===== config.mk =====
export PLATFORM = sky130hd
export DESIGN_NAME = knight_trail_flat
export DESIGN_NICKNAME = d
export VERILOG_FILES = /design/src/rtl/knight_trail_pkg.sv /design/src/rtl/knight_trail_if.sv /design/src/rtl/knight_trail_ch.sv /design/src/rtl/knight_trail.sv /design/src/flat_wrapper.sv
export SDC_FILE = /design/constraint.sdc
export NUM_CORES = 1
export LEC_CHECK = 0
export ABC_AREA = 1
export BUFFER_PORTS_ARGS = -buffer_cell sky130_fd_sc_hd__buf_4
export CORE_MARGIN = 1.5
export CORE_UTILIZATION = 59
export CTS_CLUSTER_DIAMETER = 200
export DETAILED_ROUTE_END_ITERATION = 7
export PLACE_DENSITY = 0.88
export SYNTH_ARGS = -nofsm -noshare
export SYNTH_HDL_FRONTEND = slang
export SYNTH_SLANG_ARGS = --single-unit

===== constraint.sdc =====
create_clock -name ck -period 1.62 [get_ports ck]
set_input_delay 0.243 -clock ck [delete_from_list [all_inputs] [get_ports ck]]
set_output_delay 0.243 -clock ck [all_outputs]
set_load 0.05 [all_outputs]

===== src/rtl/knight_trail_pkg.sv =====
// Shared sizing constants and types for the knight flasher afterglow stage.
package knight_pkg;
    localparam int LED_N         = 8;
    localparam int BRIGHT_W      = 4;
    localparam int BRIGHT_MAX    = (1 << BRIGHT_W) - 1;
    localparam int DEFAULT_DECAY = 4;

    typedef logic [BRIGHT_W-1:0] level_t;
endpackage


===== src/rtl/knight_trail_if.sv =====
// Scanner-to-trail link: step/pos come from the scanner, led/period/ovf go out.
interface knight_trail_if
    import knight_pkg::*;
#(
    parameter int N = LED_N
);
    logic         step;
    logic [N-1:0] pos;
    logic [N-1:0] led;
    logic         period;
    logic         ovf;

    // scanner side
    modport master (output step, pos, input led, period, ovf);
    // trail stage side
    modport slave  (input step, pos, output led, period, ovf);
endinterface


===== src/rtl/knight_trail_ch.sv =====
// One LED channel: brightness level register plus registered PWM comparator.
module knight_trail_ch
    import knight_pkg::*;
#(
    parameter int BW    = BRIGHT_W,
    parameter int DECAY = DEFAULT_DECAY
)(
    input  logic          ck,
    input  logic          res,
    input  logic          upd_i,   // period-boundary update enable, shared by all channels
    input  logic          src_i,   // this channel is lit by the applied position
    input  logic [BW-1:0] cnt_i,   // shared PWM counter
    output logic          led_o
);
    localparam logic [BW-1:0] LVL_MAX = '1;
    // one extra bit so the compare below never wraps
    localparam logic [BW:0]   DEC     = (BW+1)'(DECAY);

    logic [BW-1:0] level_q, level_d, decayed;
    logic          led_q, led_d;

    // saturating decay: anything at or below DECAY drops straight to 0
    always_comb begin
        decayed = '0;
        if ({1'b0, level_q} > DEC) decayed = level_q - DEC[BW-1:0];
    end

    // level: load full on lit, decay otherwise, hold between updates
    always_comb begin
        level_d = level_q;
        if (upd_i) level_d = src_i ? LVL_MAX : decayed;
        led_d   = (level_q > cnt_i);
    end

    // level and PWM output registers
    always_ff @(posedge ck) begin
        if (res) begin
            level_q <= '0;
            led_q   <= 1'b0;
        end else begin
            level_q <= level_d;
            led_q   <= led_d;
        end
    end

    assign led_o = led_q;
endmodule


===== src/rtl/knight_trail.sv =====
// Afterglow PWM stage: levels change only at PWM period boundaries.
module knight_trail
    import knight_pkg::*;
#(
    parameter int N     = LED_N,
    parameter int BW    = BRIGHT_W,
    parameter int DECAY = DEFAULT_DECAY
)(
    input  logic          ck,
    input  logic          res,
    knight_trail_if.slave bus
);
    localparam int            MAX      = (1 << BW) - 1;
    localparam logic [BW-1:0] CNT_LAST = BW'(MAX - 1);

    logic [BW-1:0] cnt_q, cnt_d;
    logic [N-1:0]  pos_q, pos_d;
    logic          pending_q, pending_d;
    logic          ovf_q, ovf_d;
    logic          period_q;
    logic          wrap, upd;
    logic [N-1:0]  src, led_w;

    assign wrap = (cnt_q == CNT_LAST);
    // a step landing on the wrap cycle is applied at once and bypasses pos_q
    assign upd  = wrap & (pending_q | bus.step);
    assign src  = bus.step ? bus.pos : pos_q;

    // counter, step capture and overflow tracking
    always_comb begin
        cnt_d     = wrap ? '0 : cnt_q + 1'b1;
        pos_d     = bus.step ? bus.pos : pos_q;
        pending_d = pending_q;
        ovf_d     = ovf_q;
        if (wrap) begin
            pending_d = 1'b0;
        end else if (bus.step) begin
            pending_d = 1'b1;
            if (pending_q) ovf_d = 1'b1;
        end
    end

    // control state registers
    always_ff @(posedge ck) begin
        if (res) begin
            cnt_q     <= '0;
            pos_q     <= '0;
            pending_q <= 1'b0;
            ovf_q     <= 1'b0;
            period_q  <= 1'b0;
        end else begin
            cnt_q     <= cnt_d;
            pos_q     <= pos_d;
            pending_q <= pending_d;
            ovf_q     <= ovf_d;
            period_q  <= wrap;
        end
    end

    for (genvar i = 0; i < N; i++) begin : g_ch
        knight_trail_ch #(
            .BW    (BW),
            .DECAY (DECAY)
        ) u_ch (
            .ck    (ck),
            .res   (res),
            .upd_i (upd),
            .src_i (src[i]),
            .cnt_i (cnt_q),
            .led_o (led_w[i])
        );
    end

    assign bus.led    = led_w;
    assign bus.period = period_q;
    assign bus.ovf    = ovf_q;
endmodule


===== src/flat_wrapper.sv =====
// flat-port wrapper written by rule: the top's interface ports become plain ports
module knight_trail_flat import knight_pkg::*;
#(
    parameter int N     = LED_N,
    parameter int BW    = BRIGHT_W,
    parameter int DECAY = DEFAULT_DECAY
)
  (ck, res, bus_step, bus_pos, bus_led, bus_period, bus_ovf);
  knight_trail_if #(.N(N)) bus_i ();
  input  logic ck;
  input  logic res;
  input wire logic [$bits(bus_i.step)-1:0] bus_step;
  input wire logic [$bits(bus_i.pos)-1:0] bus_pos;
  output wire logic [$bits(bus_i.led)-1:0] bus_led;
  output wire logic [$bits(bus_i.period)-1:0] bus_period;
  output wire logic [$bits(bus_i.ovf)-1:0] bus_ovf;
  assign bus_i.step = bus_step;
  assign bus_i.pos = bus_pos;
  assign bus_led = bus_i.led;
  assign bus_period = bus_i.period;
  assign bus_ovf = bus_i.ovf;
  knight_trail #(.N(N), .BW(BW), .DECAY(DECAY)) u_core (.ck(ck), .res(res), .bus(bus_i));
endmodule

==> out/summary.json, run 1 <==
{
  "synthesis": {
    "synth_async_sr_flop_share_pct": 0,
    "most_used_flip_flop_cell_after_synthesis": "dfxtp_1",
    "yosys.cell_types.count": 26,
    "syn_avg_cell_area_sq_um": 7.777,
    "ys_seq_area_share_pct": 35.69,
    "yosys_warnings": 0,
    "post-synth-top-area-cell": "dfxtp_1",
    "synthesis.nets": 389,
    "synth_cells": 339,
    "synth_edf_count": 0,
    "synthesis.area_sq_um": 2636,
    "post_synth_main_area_contributors": "dfxtp_1 (36%), ha_1 (19%), nand2_1 (9.5%)",
    "ys_ff_latch": 47,
    "synth_largest_type_area_fraction_pct": 35.69
  },
  "route": {
    "route.detailed.wl_per_inst_um": 13.90,
    "route.antenna.remaining_nets": 0,
    "dr.first_iter.drc_count": 107,
    "routed-via-count": 2261,
    "drt_wl_total_mm": 5.699,
    "drc": 0,
    "drt_pre_antenna_iters": 4,
    "post_drt_via_cell_ratio": 5.515
  },
  "grt": {
    "grt_pass1_vias": 2185,
    "grtUsageTotal_pct": 23.87,
    "grt_overflow": 0,
    "grt_max_degree": 20,
    "gr-usage-met3_pct": 4.070,
    "groute.layer.met2.usage_pct": 44.23,
    "grt_max_usage_layer": "met2",
    "grt_antenna_before_repair": 0,
    "global_route_met1_usage_pct": 26.87,
    "grt_first_pass_wirelength_mm": 9.356
  },
  "placed_design": {
    "placed_cell_count": 399,
    "port_buffers": 20,
    "global_placer_s_final_weighted_congestion": 0.8215,
    "place_hpwl_mm": 3.974
  },
  "critical_path": {
    "crit_path_cell_trace": "clkinvlp_4 -> buf_4 -> ha_1 -> a21oi_1 -> a21oi_1",
    "worst-endpoint-arrival_ns": 1.70,
    "cp_data_required_time_ns": 1.82,
    "worstReg2RegStart": "u_core.cnt_q[3]",
    "timing.critical_path.buf_inv": 2,
    "crit_path_start": "u_core.cnt_q[3]",
    "crit_path_max_incr_delay_ns": 0.42,
    "critical_path.startpoint_type": "flip-flop",
    "path_class": "reg -> reg",
    "setup.worst_path.end_class": "flip-flop",
    "worst_path_max_fanout": 5,
    "ff2ff_path_depth": 5,
    "cp_delay_by_family_top": "flip-flops",
    "timing.rr.end": "u_core.g_ch[3].u_ch.led_o",
    "r2r_setup_slack_ns": 0.12,
    "worst_path_max_delay_cell": "dfxtp_1",
    "critical_path.most_common_cell": "a21oi_1"
  },
  "die": {
    "fp.coreArea_sq_um": 4324,
    "die_x_extent_um": 69.85,
    "floorplan.rows": 24,
    "fp.dieH_um": 69.85,
    "floorplan_die_area_sq_um": 4878,
    "start_util_pct": 60.97,
    "io_pins": 21
  },
  "timing": {
    "timing_max_transition_violations_final": 0,
    "finalWorstPathRequiredPeriod_ns": 1.503,
    "hold_violations": 0,
    "slew_headroom_pct": 75.26,
    "finalSetupViolations": 0,
    "fin_worst_skew_ns": 0.004588,
    "fin_setup_tns_ns": 0,
    "period_utilisation_layout_pct": 92.80,
    "unrepaired_setup_endpoints_after_global_routing": "false",
    "worst_pin_slew_ns": 0.3706,
    "fmax_mhz": 665.2
  },
  "clock_network": {
    "ctsLongestPathBuffers": 2,
    "clock-root-buffer": "clkbuf_8",
    "ctsHtreeMaxLevel": 2,
    "sink_count": 47,
    "path_clk_slew_ns": 0.09,
    "clock_latency_ns": 0.30,
    "cts_stage_hold_buffer_count": 0,
    "number_of_buffers_created_by_cts": 5,
    "cts_tree": "built"
  },
  "min_path": {
    "hold-path-endpoint": "u_core.pos_q[2]",
    "hold_path.startpoint": "bus_pos[2]",
    "min_path_type": "in -> reg",
    "worst_hold_path.num_cells": 3
  },
  "layout": {
    "num_antenna_cells": 0,
    "layoutNonFillerInstCount": 410,
    "final_net_count": 407,
    "area_growth_pct": 10.73,
    "drive_gt1_share_pct": 13.97
  },
  "pwr": {
    "irDropWorstVdd_uv": 600.5,
    "p_leak_nw": 1.303,
    "report.power.total_w": 0.002353,
    "power_density_normalized_to_cell_area_nw_per_um2": 806.2
  },
  "run_status": {
    "status": "completed"
  },
  "flow_run": {
    "maxCapViolCount": 0
  }
}
## layer usage
layer	vias up	part of all wire, %
li1	1154	-
met1	1042	44
met2	52	50
met3	13	3.7
met4	0	2.6
met5	-	0
## report_power, final
group / total (W) / leakage (nW) / internal [W] / switching [W]
clock: 0.000781 / 0.0515 / 0.000390 / 0.000391
sequential: 0.00121 / 0.382 / 0.00119 / 0.0000162
combinational: 0.000362 / 0.870 / 0.000129 / 0.000233
total: 0.00235 / 1.30 / 0.00171 / 0.000641
## worst max-delay path by stage
| stage | end | slack, ns | cells past startpoint |
|---|---|---|---|
| global placement | u_core.g_ch[4].u_ch.led_o | 0.21 | 6 |
| CTS | u_core.g_ch[4].u_ch.led_o | 0.1 | 6 |
| finish | u_core.g_ch[3].u_ch.led_o | 0.12 | 5 |
| detailed placement | u_core.g_ch[4].u_ch.led_o | 0.12 | 6 |
| floorplan | u_core.g_ch[2].u_ch.level_q[2] | 0.25 | 8 |
| global route | u_core.g_ch[4].u_ch.led_o | 0.04 | 6 |
## cell type report
class | instances | area (sq um)
Fill cell | 349 | 1405
Clock buffer | 8 | 100.1
Tap cell | 52 | 65.06
Multi-Input combinational cell | 235 | 1425
Sequential cell | 47 | 940.9
Timing Repair Buffer | 27 | 227.7
Inverter | 41 | 160.2
## per-stage QoR
stage / hold WS, ns / util [%] / area, sq um / setup WS, ns
finish: 0.2202 / 67.51 / 2919 / 0.1167
global route: 0.2208 / 67.51 / 2919 / 0.04186
CTS: 0.2192 / 66.49 / 2875 / 0.09604
detailed placement: 0.4490 / 64.18 / 2775 / 0.1227
global placement: 0.4515 / 64.18 / 2775 / 0.2099
floorplan: 0.4124 / - / 2636 / 0.2522
## cells by family (layout without fill, tap and decap cells)
kind of cell | Yosys count | count (layout) | share of synthesized area, %
AO/OA/AOI/OAI | 74 | 74 | 15.09
XOR/XNOR | 1 | 1 | 0.3323
adder cells (fa/ha/maj) | 39 | 39 | 18.51
buffers and inverters | 57 | 76 | 10.44
flip-flops | 47 | 47 | 35.69
AND/OR/NAND/NOR | 121 | 121 | 19.93
## cells in the mapped netlist, types with 2 or more instances
| cell type | n |
|---|---|
| buf_4 | 9 |
| nand2_2 | 2 |
| nand2_1 | 67 |
| nand3_1 | 7 |
| o21ai_0 | 17 |
| nor2_2 | 7 |
| ha_1 | 39 |
| dfxtp_1 | 47 |
| o21ai_2 | 2 |
| nor3_1 | 3 |
| o211ai_1 | 6 |
| nor2_1 | 24 |
| buf_2 | 2 |
| buf_1 | 2 |
| buf_6 | 3 |
| nand4_1 | 9 |
| a21oi_1 | 46 |
| inv_1 | 39 |
## worst min-delay path: cells and delay by family
family,cells,cell delay [ns]
buffers and inverters,1,0.11
AOI/OAI and AO/OA,1,0.06
and+or+nand+nor,1,0.07
## what timing repair did
action,in CTS,in global routing
setup endpoints to repair,0,4
setup buffers,0,3
endpoints found under the hold margin,0,0
gates resized for setup,0,2
## registers in the layout (all words and copies together) (netlist names)
| signal | cells |
|---|---|
| u_core.bus.period | 1 |
| u_core.pending_q | 1 |
| u_core.g_ch.u_ch.led_o | 8 |
| u_core.pos_q | 8 |
| u_core.bus.ovf | 1 |
| u_core.cnt_q | 4 |
| u_core.g_ch.u_ch.level_q | 24 |
## layout by cell type, fill, tap and decap left out, drive strengths merged
cell type   n
a21oi      46
buf        27
clkbuf      8
clkinvlp    1
dfxtp      47
ha         39
inv        40
nand2      69
nand3       8
nand4       9
nor2       32
nor3        3
o211ai      6
o21a        1
o21ai      20
o31ai       1
xnor2       1
No activity file was read; power rests on OpenSTA's default activity.
==> run 2, diff against run 1 <==
GPL_TIMING_DRIVEN = 0   (was unset)
==> run 2 against run 1 <==
Against the previous run:
- clock skew is essentially flat
- critical path depth is 1 higher
- global-route usage is 0.35 points higher
- highest routed layer unchanged
- clock power down 1%
- non-clock buffer count up 13
- flip-flop and latch count unchanged
==> out/summary.json, run 2 (synthesis results as in run 1) <==
{
  "min_path": {
    "hold_path.startpoint": "bus_pos[3]",
    "min_path_type": "in -> reg"
  },
  "die": {
    "floorplan_die_area": {"value": 4878, "unit": "sq um", "change": "unchanged"},
    "start_util": {"value": 60.97, "unit": "%", "change": "unchanged"},
    "fp.coreArea": {"value": 4324, "unit": "sq um", "change": "unchanged"},
    "fp.dieH": {"value": 69.85, "unit": "um", "change": "unchanged"},
    "floorplan.rows": {"value": 24, "change": "unchanged"},
    "io_pins": {"value": 21, "change": "unchanged"},
    "die_x_extent": {"value": 69.85, "unit": "um", "change": "unchanged"}
  },
  "flow_run": {
    "maxCapViolCount": {"value": 0, "change": "unchanged"}
  },
  "route": {
    "drt_pre_antenna_iters": {"value": 4, "change": "unchanged"},
    "met2RoutedLength": {"value": 2.838, "unit": "mm", "change": "-0.11%"},
    "highest_layer": "met4",
    "detailroute.wirelength.met3": {"value": 242, "unit": "um", "change": "+16%"},
    "dr.first_iter.drc_count": {"value": 102, "change": "-4.7%"},
    "drt_wl_total": {"value": 5.728, "unit": "mm", "change": "+0.51%"},
    "drc": {"value": 0, "change": "unchanged"},
    "drt-met1-wl": {"value": 2.496, "unit": "mm", "change": "about the same"},
    "routed-via-count": {"value": 2318, "change": "+2.5%"},
    "post_drt_via_cell_ratio": {"value": 5.480, "change": "-0.63%"},
    "route.detailed.wl_per_inst": {"value": 13.54, "unit": "um", "change": "-2.6%"},
    "route.antenna.remaining_nets": {"value": 0, "change": "unchanged"}
  },
  "grt": {
    "grt_overflow": {"value": 0, "change": "unchanged"},
    "grt_max_degree": {"value": 14, "change": "-30%"},
    "grt_pass1_vias": {"value": 2178, "change": "-0.32%"},
    "grtUsageTotal": {"value": 24.21, "unit": "%", "change": "+0.35 points"},
    "grt_first_pass_wirelength": {"value": 9.459, "unit": "mm", "change": "+1.1%"},
    "grt_antenna_before_repair": {"value": 0, "change": "unchanged"}
  },
  "layout": {
    "layoutNonFillerInstCount": {"value": 423, "change": "+3.2%"},
    "top_register": "u_core.g_ch.u_ch.level_q",
    "area_growth_pct": 13.86,
    "num_antenna_cells": {"value": 0, "change": "unchanged"},
    "mostFrequentLayoutCell": "nand2_1",
    "final.fill_count": {"value": 345, "change": "-1.1%"},
    "final_net_count": {"value": 420, "change": "+3.2%"},
    "drive_gt1_share": {"value": 17.52, "unit": "%", "change": "+3.6 points"},
    "largest_register_ffs": {"value": 24, "change": "unchanged"},
    "most-common-layout-cells": "nand2_1 (67), a21oi_1 (46), dfxtp_1 (45)"
  },
  "clock_network": {
    "clock-root-buffer": "clkbuf_8",
    "sink_count": {"value": 47, "change": "unchanged"},
    "clock_latency": {"value": 0.30, "unit": "ns", "change": "about the same"},
    "ctsLongestPathBuffers": {"value": 2, "change": "unchanged"},
    "cts_tree": "built",
    "ctsHtreeMaxLevel": {"value": 2, "change": "unchanged"},
    "path_clk_slew": {"value": 0.08, "unit": "ns", "change": "about the same"},
    "number_of_buffers_created_by_cts": {"value": 5, "change": "unchanged"}
  },
  "placed_design": {
    "port_buffers": {"value": 18, "change": "-10%"},
    "place_hpwl": {"value": 3.986, "unit": "mm", "change": "+0.30%"},
    "global_placer_s_final_weighted_congestion": {"value": 0.8121, "change": "-1.1%"},
    "placed_cell_count": {"value": 409, "change": "+2.5%"}
  },
  "timing": {
    "finalWorstPathRequiredPeriod": {"value": 1.538, "unit": "ns", "change": "+0.03451 ns"},
    "slew_headroom": {"value": 67.99, "unit": "%", "change": "-7.3 points"},
    "fmax": {"value": 650.3, "unit": "MHz", "change": "-2.2%"},
    "worst_pin_slew": {"value": 0.4802, "unit": "ns", "change": "+0.1095 ns"},
    "fin_worst_skew": {"value": 0.004976, "unit": "ns", "change": "+0.0003883 ns"},
    "period_utilisation_layout": {"value": 94.93, "unit": "%", "change": "+2.1 points"},
    "hold_violations": {"value": 0, "change": "unchanged"},
    "timing_max_transition_violations_final": {"value": 0, "change": "unchanged"},
    "finalSetupViolations": {"value": 0, "change": "unchanged"}
  },
  "pwr": {
    "p_leak": {"value": 1.352, "unit": "nW", "change": "+3.7%"},
    "power_density_normalized_to_cell_area": {"value": 790.6, "unit": "nW/um^2", "change": "-1.9%"},
    "report.power.total": {"value": 0.002373, "unit": "W", "change": "+0.84%"},
    "irDropWorstVdd": {"value": 615.8, "unit": "uV", "change": "+2.5%"}
  },
  "critical_path": {
    "worstReg2RegStart": "u_core.cnt_q[3]",
    "path_class": "reg -> reg",
    "crit_path_start": "u_core.cnt_q[3]",
    "setup.worst_path.end_class": "flip-flop",
    "worst-endpoint-arrival": {"value": 1.73, "unit": "ns", "change": "+0.03 ns"},
    "critical_path.startpoint_type": "flip-flop",
    "cp_data_required_time": {"value": 1.81, "unit": "ns", "change": "about the same"},
    "worst_path_max_fanout": {"value": 8, "change": "+3"}
  },
  "run_status": {
    "status": "completed"
  }
}
run 2: cell count changes in the layout (fill, tap and decap cells not counted), sizes merged:
cell / change
buf: +13
clkinvlp: +1
inv: -1
run 2: through the flow:
stage | hold slack, ns | setup WS [ns] | cell area [sq um] | util, % | TNS [ns]
3_3_place_gp | 0.4562 | -0.07522 | 2836 | 65.60 | -0.8099
3_5_place_dp | 0.4621 | -0.1199 | 2836 | 65.60 | -1.201
6_report | 0.2277 | 0.08217 | 3002 | 69.42 | 0
5_1_grt | 0.2486 | -0.01321 | 3002 | 69.42 | -0.02037
4_1_cts | 0.2220 | 0.01050 | 2957 | 68.37 | 0
2_1_floorplan | 0.4124 | 0.2522 | 2636 | - | 0
run 2: area by class of cell:
class,count,area [sq um],share of cell area [%]
inverters,41,163.9,5.461
multi-input cells,235,1428,47.56
clock buffers,8,100.1,3.335
flip-flops and latches,47,945.9,31.51
repair buffers,24,180.2,6.003
well taps,52,65.06,2.168
plain buffers,16,118.9,3.960
run 2: per-layer routing:
metal	GRT usage (%)	up-vias
li1	-	1177
met1	27.94	1068
met2	42.22	55
met3	5.523	18
met4	11.32	0
met5	0	-
run 2: power breakdown:
part           internal (W)  switching, W  leakage [nW]
clock network      0.000390      0.000381        0.0515
logic              0.000152      0.000237         0.917
registers           0.00119     0.0000197         0.383
run 2: worst paths after layout:
path	depth (start not counted)	slack (ns)	end
worst max register to register	6	0.08	u_core.g_ch[1].u_ch.led_o
worst min-delay path	3	0.23	u_core.pos_q[3]
worst min register to register	1	0.46	u_core.cnt_q[0]
worst max-delay path	6	0.08	u_core.g_ch[1].u_ch.led_o
run 2: what timing repair did:
item,CTS,global route
gates resized for setup,4,3
setup buffers,1,5
hold buffers,0,0
pin swaps,0,1
endpoints found under the setup margin,27,20
run 2: critical path, stage by stage (launching register included):
cell and delay, ns:
dfxtp_1 0.41, clkinvlp_4 0.24, ha_1 0.36, nand3_1 0.10, nor2_1 0.05, nor3_1 0.19
nor2_1 0.08
==> run 3, diff against run 2 <==
CORE_UTILIZATION = 30   (was 59)
PLACE_DENSITY = 0.55   (was 0.88)
==> run 3 against run 2 <==
Against the previous run:
- clock skew increased by 0.0023 ns
- combinational power decreased by 4%
- flip-flop and latch count unchanged
- die area increased by 92%
- sequential share of layout area decreased by 0.46 points
- cell count increased by 13%
- routed wire length increased by 2.0%
- sequential power about the same
- critical path depth increased by 2
- clock-buffer cell count decreased by 1
- critical path type unchanged
- critical endpoint is now u_core.g_ch[5].u_ch.level_q[3]
- largest power group unchanged
- highest routed layer unchanged
==> out/summary.json, run 3 (synthesis results as in run 1) <==
{
  "run_status": {
    "status": "completed"
  },
  "route": {
    "highest_layer": "met4",
    "drc": {"value": 0, "change": "unchanged"},
    "post_drt_via_cell_ratio": {"value": 4.660, "change": "-15%"},
    "route.detailed.wl_per_inst": {"value": 12.25, "unit": "um", "change": "-9.6%"},
    "met2RoutedLength": {"value": 2.728, "unit": "mm", "change": "-3.9%"},
    "detailroute.wirelength.met3": {"value": 176, "unit": "um", "change": "-27%"},
    "drt_wl_total": {"value": 5.842, "unit": "mm", "change": "+2.0%"},
    "drt_pre_antenna_iters": {"value": 5, "change": "+1"},
    "route.antenna.remaining_nets": {"value": 0, "change": "unchanged"},
    "routed-via-count": {"value": 2223, "change": "-4.1%"},
    "drt-met1-wl": {"value": 2.848, "unit": "mm", "change": "+14%"},
    "dr.first_iter.drc_count": {"value": 74, "change": "-27%"}
  },
  "critical_path": {
    "r2r_setup_slack": {"value": 0.12, "unit": "ns", "change": "+0.04 ns"},
    "critical_path.startpoint_type": "flip-flop",
    "worstReg2RegStart": "u_core.cnt_q[0]",
    "worst-endpoint-arrival": {"value": 1.70, "unit": "ns", "change": "-0.03 ns"},
    "worst_path_max_fanout": {"value": 12, "change": "+4"},
    "cp_data_required_time": {"value": 1.82, "unit": "ns", "change": "about the same"},
    "timing.rr.end": "u_core.g_ch[5].u_ch.level_q[3]",
    "ff2ff_path_depth": {"value": 8, "change": "+2"},
    "setup.worst_path.end_class": "flip-flop",
    "crit_path_start": "u_core.cnt_q[0]",
    "path_class": "reg -> reg"
  },
  "timing": {
    "slew_headroom": {"value": 67.28, "unit": "%", "change": "-0.71 points"},
    "period_utilisation_layout": {"value": 92.42, "unit": "%", "change": "-2.5 points"},
    "fin_setup_tns": {"value": 0, "unit": "ns", "change": "unchanged"},
    "timing_max_transition_violations_final": {"value": 0, "change": "unchanged"},
    "hold_violations": {"value": 0, "change": "unchanged"},
    "finalWorstPathRequiredPeriod": {"value": 1.497, "unit": "ns", "change": "-0.04055 ns"},
    "unrepaired_setup_endpoints_after_global_routing": "false",
    "finalSetupViolations": {"value": 0, "change": "unchanged"},
    "worst_pin_slew": {"value": 0.4908, "unit": "ns", "change": "+0.01069 ns"},
    "fin_worst_skew": {"value": 0.007306, "unit": "ns", "change": "+0.002330 ns"},
    "fmax": {"value": 667.9, "unit": "MHz", "change": "+2.7%"}
  },
  "placed_design": {
    "placed_cell_count": {"value": 465, "change": "+14%"},
    "global_placer_s_final_weighted_congestion": {"value": 0.8173, "change": "+0.64%"},
    "port_buffers": {"value": 18, "change": "unchanged"},
    "placed_cell_area": {"value": 2907, "unit": "sq um", "change": "+2.5%"},
    "place_hpwl": {"value": 4.160, "unit": "mm", "change": "+4.4%"}
  },
  "min_path": {
    "hold_path.startpoint": "bus_pos[2]",
    "min_path_type": "in -> reg",
    "hold-path-endpoint": "u_core.pos_q[2]",
    "worst_hold_path.num_cells": {"value": 3, "change": "unchanged"}
  },
  "flow_run": {
    "maxCapViolCount": {"value": 0, "change": "unchanged"}
  },
  "die": {
    "fp.dieH": {"value": 96.74, "unit": "um", "change": "+39%"},
    "start_util": {"value": 30.53, "unit": "%", "change": "-30 points"},
    "fp.coreArea": {"value": 8636, "unit": "sq um", "change": "+100%"},
    "io_pins": {"value": 21, "change": "unchanged"},
    "floorplan.rows": {"value": 34, "change": "+42%"},
    "floorplan_die_area": {"value": 9359, "unit": "sq um", "change": "+92%"},
    "die_x_extent": {"value": 96.74, "unit": "um", "change": "+39%"}
  },
  "layout": {
    "mostFrequentLayoutCell": "nand2_1",
    "final_net_count": {"value": 418, "change": "-0.48%"},
    "num_antenna_cells": {"value": 0, "change": "unchanged"},
    "top_register": "u_core.g_ch.u_ch.level_q",
    "largest_register_ffs": {"value": 24, "change": "unchanged"},
    "most-common-layout-cells": "nand2_1 (67), a21oi_1 (46), dfxtp_1 (44)",
    "area_growth_pct": 15.71,
    "drive_gt1_share": {"value": 17.07, "unit": "%", "change": "-0.45 points"},
    "layoutNonFillerInstCount": {"value": 477, "change": "+13%"},
    "finish.instance_area": {"value": 3050, "unit": "sq um", "change": "+1.6%"},
    "final.fill_count": {"value": 920, "change": "+170%"}
  },
  "clock_network": {
    "ctsHtreeMaxLevel": {"value": 2, "change": "unchanged"},
    "clock-root-buffer": "clkbuf_8",
    "cts_tree": "built",
    "ctsLongestPathBuffers": {"value": 2, "change": "unchanged"},
    "path_clk_slew": {"value": 0.09, "unit": "ns", "change": "about the same"},
    "number_of_buffers_created_by_cts": {"value": 5, "change": "unchanged"},
    "clock_latency": {"value": 0.31, "unit": "ns", "change": "about the same"},
    "cts_stage_hold_buffer_count": {"value": 0, "change": "unchanged"},
    "sink_count": {"value": 47, "change": "unchanged"}
  },
  "pwr": {
    "power.share.combinational": {"value": 15.9, "unit": "%", "change": "-0.5 points"},
    "power_switching_share": {"value": 28.17, "unit": "%", "change": "+1.3 points"},
    "clkPwrFrac": {"value": 32.3, "unit": "%", "change": "-0.2 points"},
    "power_density_normalized_to_cell_area": {"value": 771.3, "unit": "nW/um^2", "change": "-2.4%"},
    "irDropWorstVdd": {"value": 332.4, "unit": "uV", "change": "-46%"},
    "cellInternalPower": {"value": 0.001690, "unit": "W", "change": "-2.6%"},
    "report.power.total": {"value": 0.002353, "unit": "W", "change": "-0.86%"},
    "switching_power_total": {"value": 0.0006629, "unit": "W", "change": "+3.9%"},
    "p_leak": {"value": 1.340, "unit": "nW", "change": "-0.83%"},
    "seqPwrFrac": {"value": 51.8, "unit": "%", "change": "+0.7 points"}
  },
  "grt": {
    "grt_overflow": {"value": 0, "change": "unchanged"},
    "grt_pass1_vias": {"value": 2025, "change": "-7.0%"},
    "grt_max_degree": {"value": 15, "change": "+1"},
    "grtUsageTotal": {"value": 12.86, "unit": "%", "change": "-11 points"},
    "grt_antenna_before_repair": {"value": 0, "change": "unchanged"},
    "grt_first_pass_wirelength": {"value": 9.639, "unit": "mm", "change": "+1.9%"}
  }
}
-- run 3: cell count changes in the layout (fill, tap and decap cells not counted), sizes merged --
cell,change
buf,-2
clkinv,+1
clkbuf,-1
-- run 3: area by class of cell --
type                            instances  area (sq um)  area share [%]
Clock inverter                          1         8.758          0.2871
Multi-Input combinational cell        235          1425           46.72
Buffer                                 16         118.9           3.897
Tap cell                              108         135.1           4.430
Sequential cell                        47         947.2           31.05
Clock buffer                            7         86.33           2.830
Timing Repair Buffer                   22         165.2           5.414
Inverter                               41         163.9           5.373
-- run 3: stage by stage --
step / setup WS (ns) / utilization, % / hold WS, ns
floorplan: 0.2522 / - / 0.4124
global placement: -0.1346 / 33.66 / 0.4569
detailed placement: -0.1652 / 33.66 / 0.4639
CTS: 0.02000 / 34.77 / 0.2134
global route: 0.01763 / 35.32 / 0.2359
finish: 0.1227 / 35.32 / 0.2149
-- run 3: worst max path at each step --
stage | to | slack, ns
final | u_core.g_ch[5].u_ch.level_q[3] | 0.12
after floorplan | u_core.g_ch[2].u_ch.level_q[2] | 0.25
after detailed placement | u_core.g_ch[1].u_ch.level_q[2] | -0.17
after CTS | u_core.g_ch[1].u_ch.level_q[2] | 0.02
after global placement | u_core.g_ch[2].u_ch.level_q[2] | -0.13
after global routing | u_core.g_ch[5].u_ch.level_q[2] | 0.02
-- run 3: power groups by stage --
| stage | registers [W] | clock network [W] | logic (W) |
|---|---|---|---|
| after detailed placement | 0.00124 | 0 | 0.000373 |
| after floorplan | 0.00124 | 0 | 0.000269 |
| after CTS | 0.00122 | 0.000796 | 0.000375 |
| after global placement | 0.00124 | 0 | 0.000364 |
| final | 0.00122 | 0.000760 | 0.000375 |
| after global routing | 0.00122 | 0.000832 | 0.000414 |
-- run 3: metal layers --
metal	GRT usage, %	vias up
met4	4.459	0
met1	17.66	1007
li1	-	1173
met5	0	-
met3	2.168	6
met2	20.39	37
-- run 3: critical path: stages (launching register included) --
cell and delay, ns:
dfxtp_4 0.42, inv_1 0.07, ha_1 0.18, nand2_1 0.10, nor2_4 0.15, nand2_2 0.10, buf_6 0.17, nor2_2 0.12
a21oi_1 0.08
-- run 3: timing repair --
item,4_1_cts,5_1_grt
setup endpoints to repair,26,17
endpoints found under the hold margin,0,0
gates resized for setup,1,6
pin swaps,0,0
buffers inserted,0,4
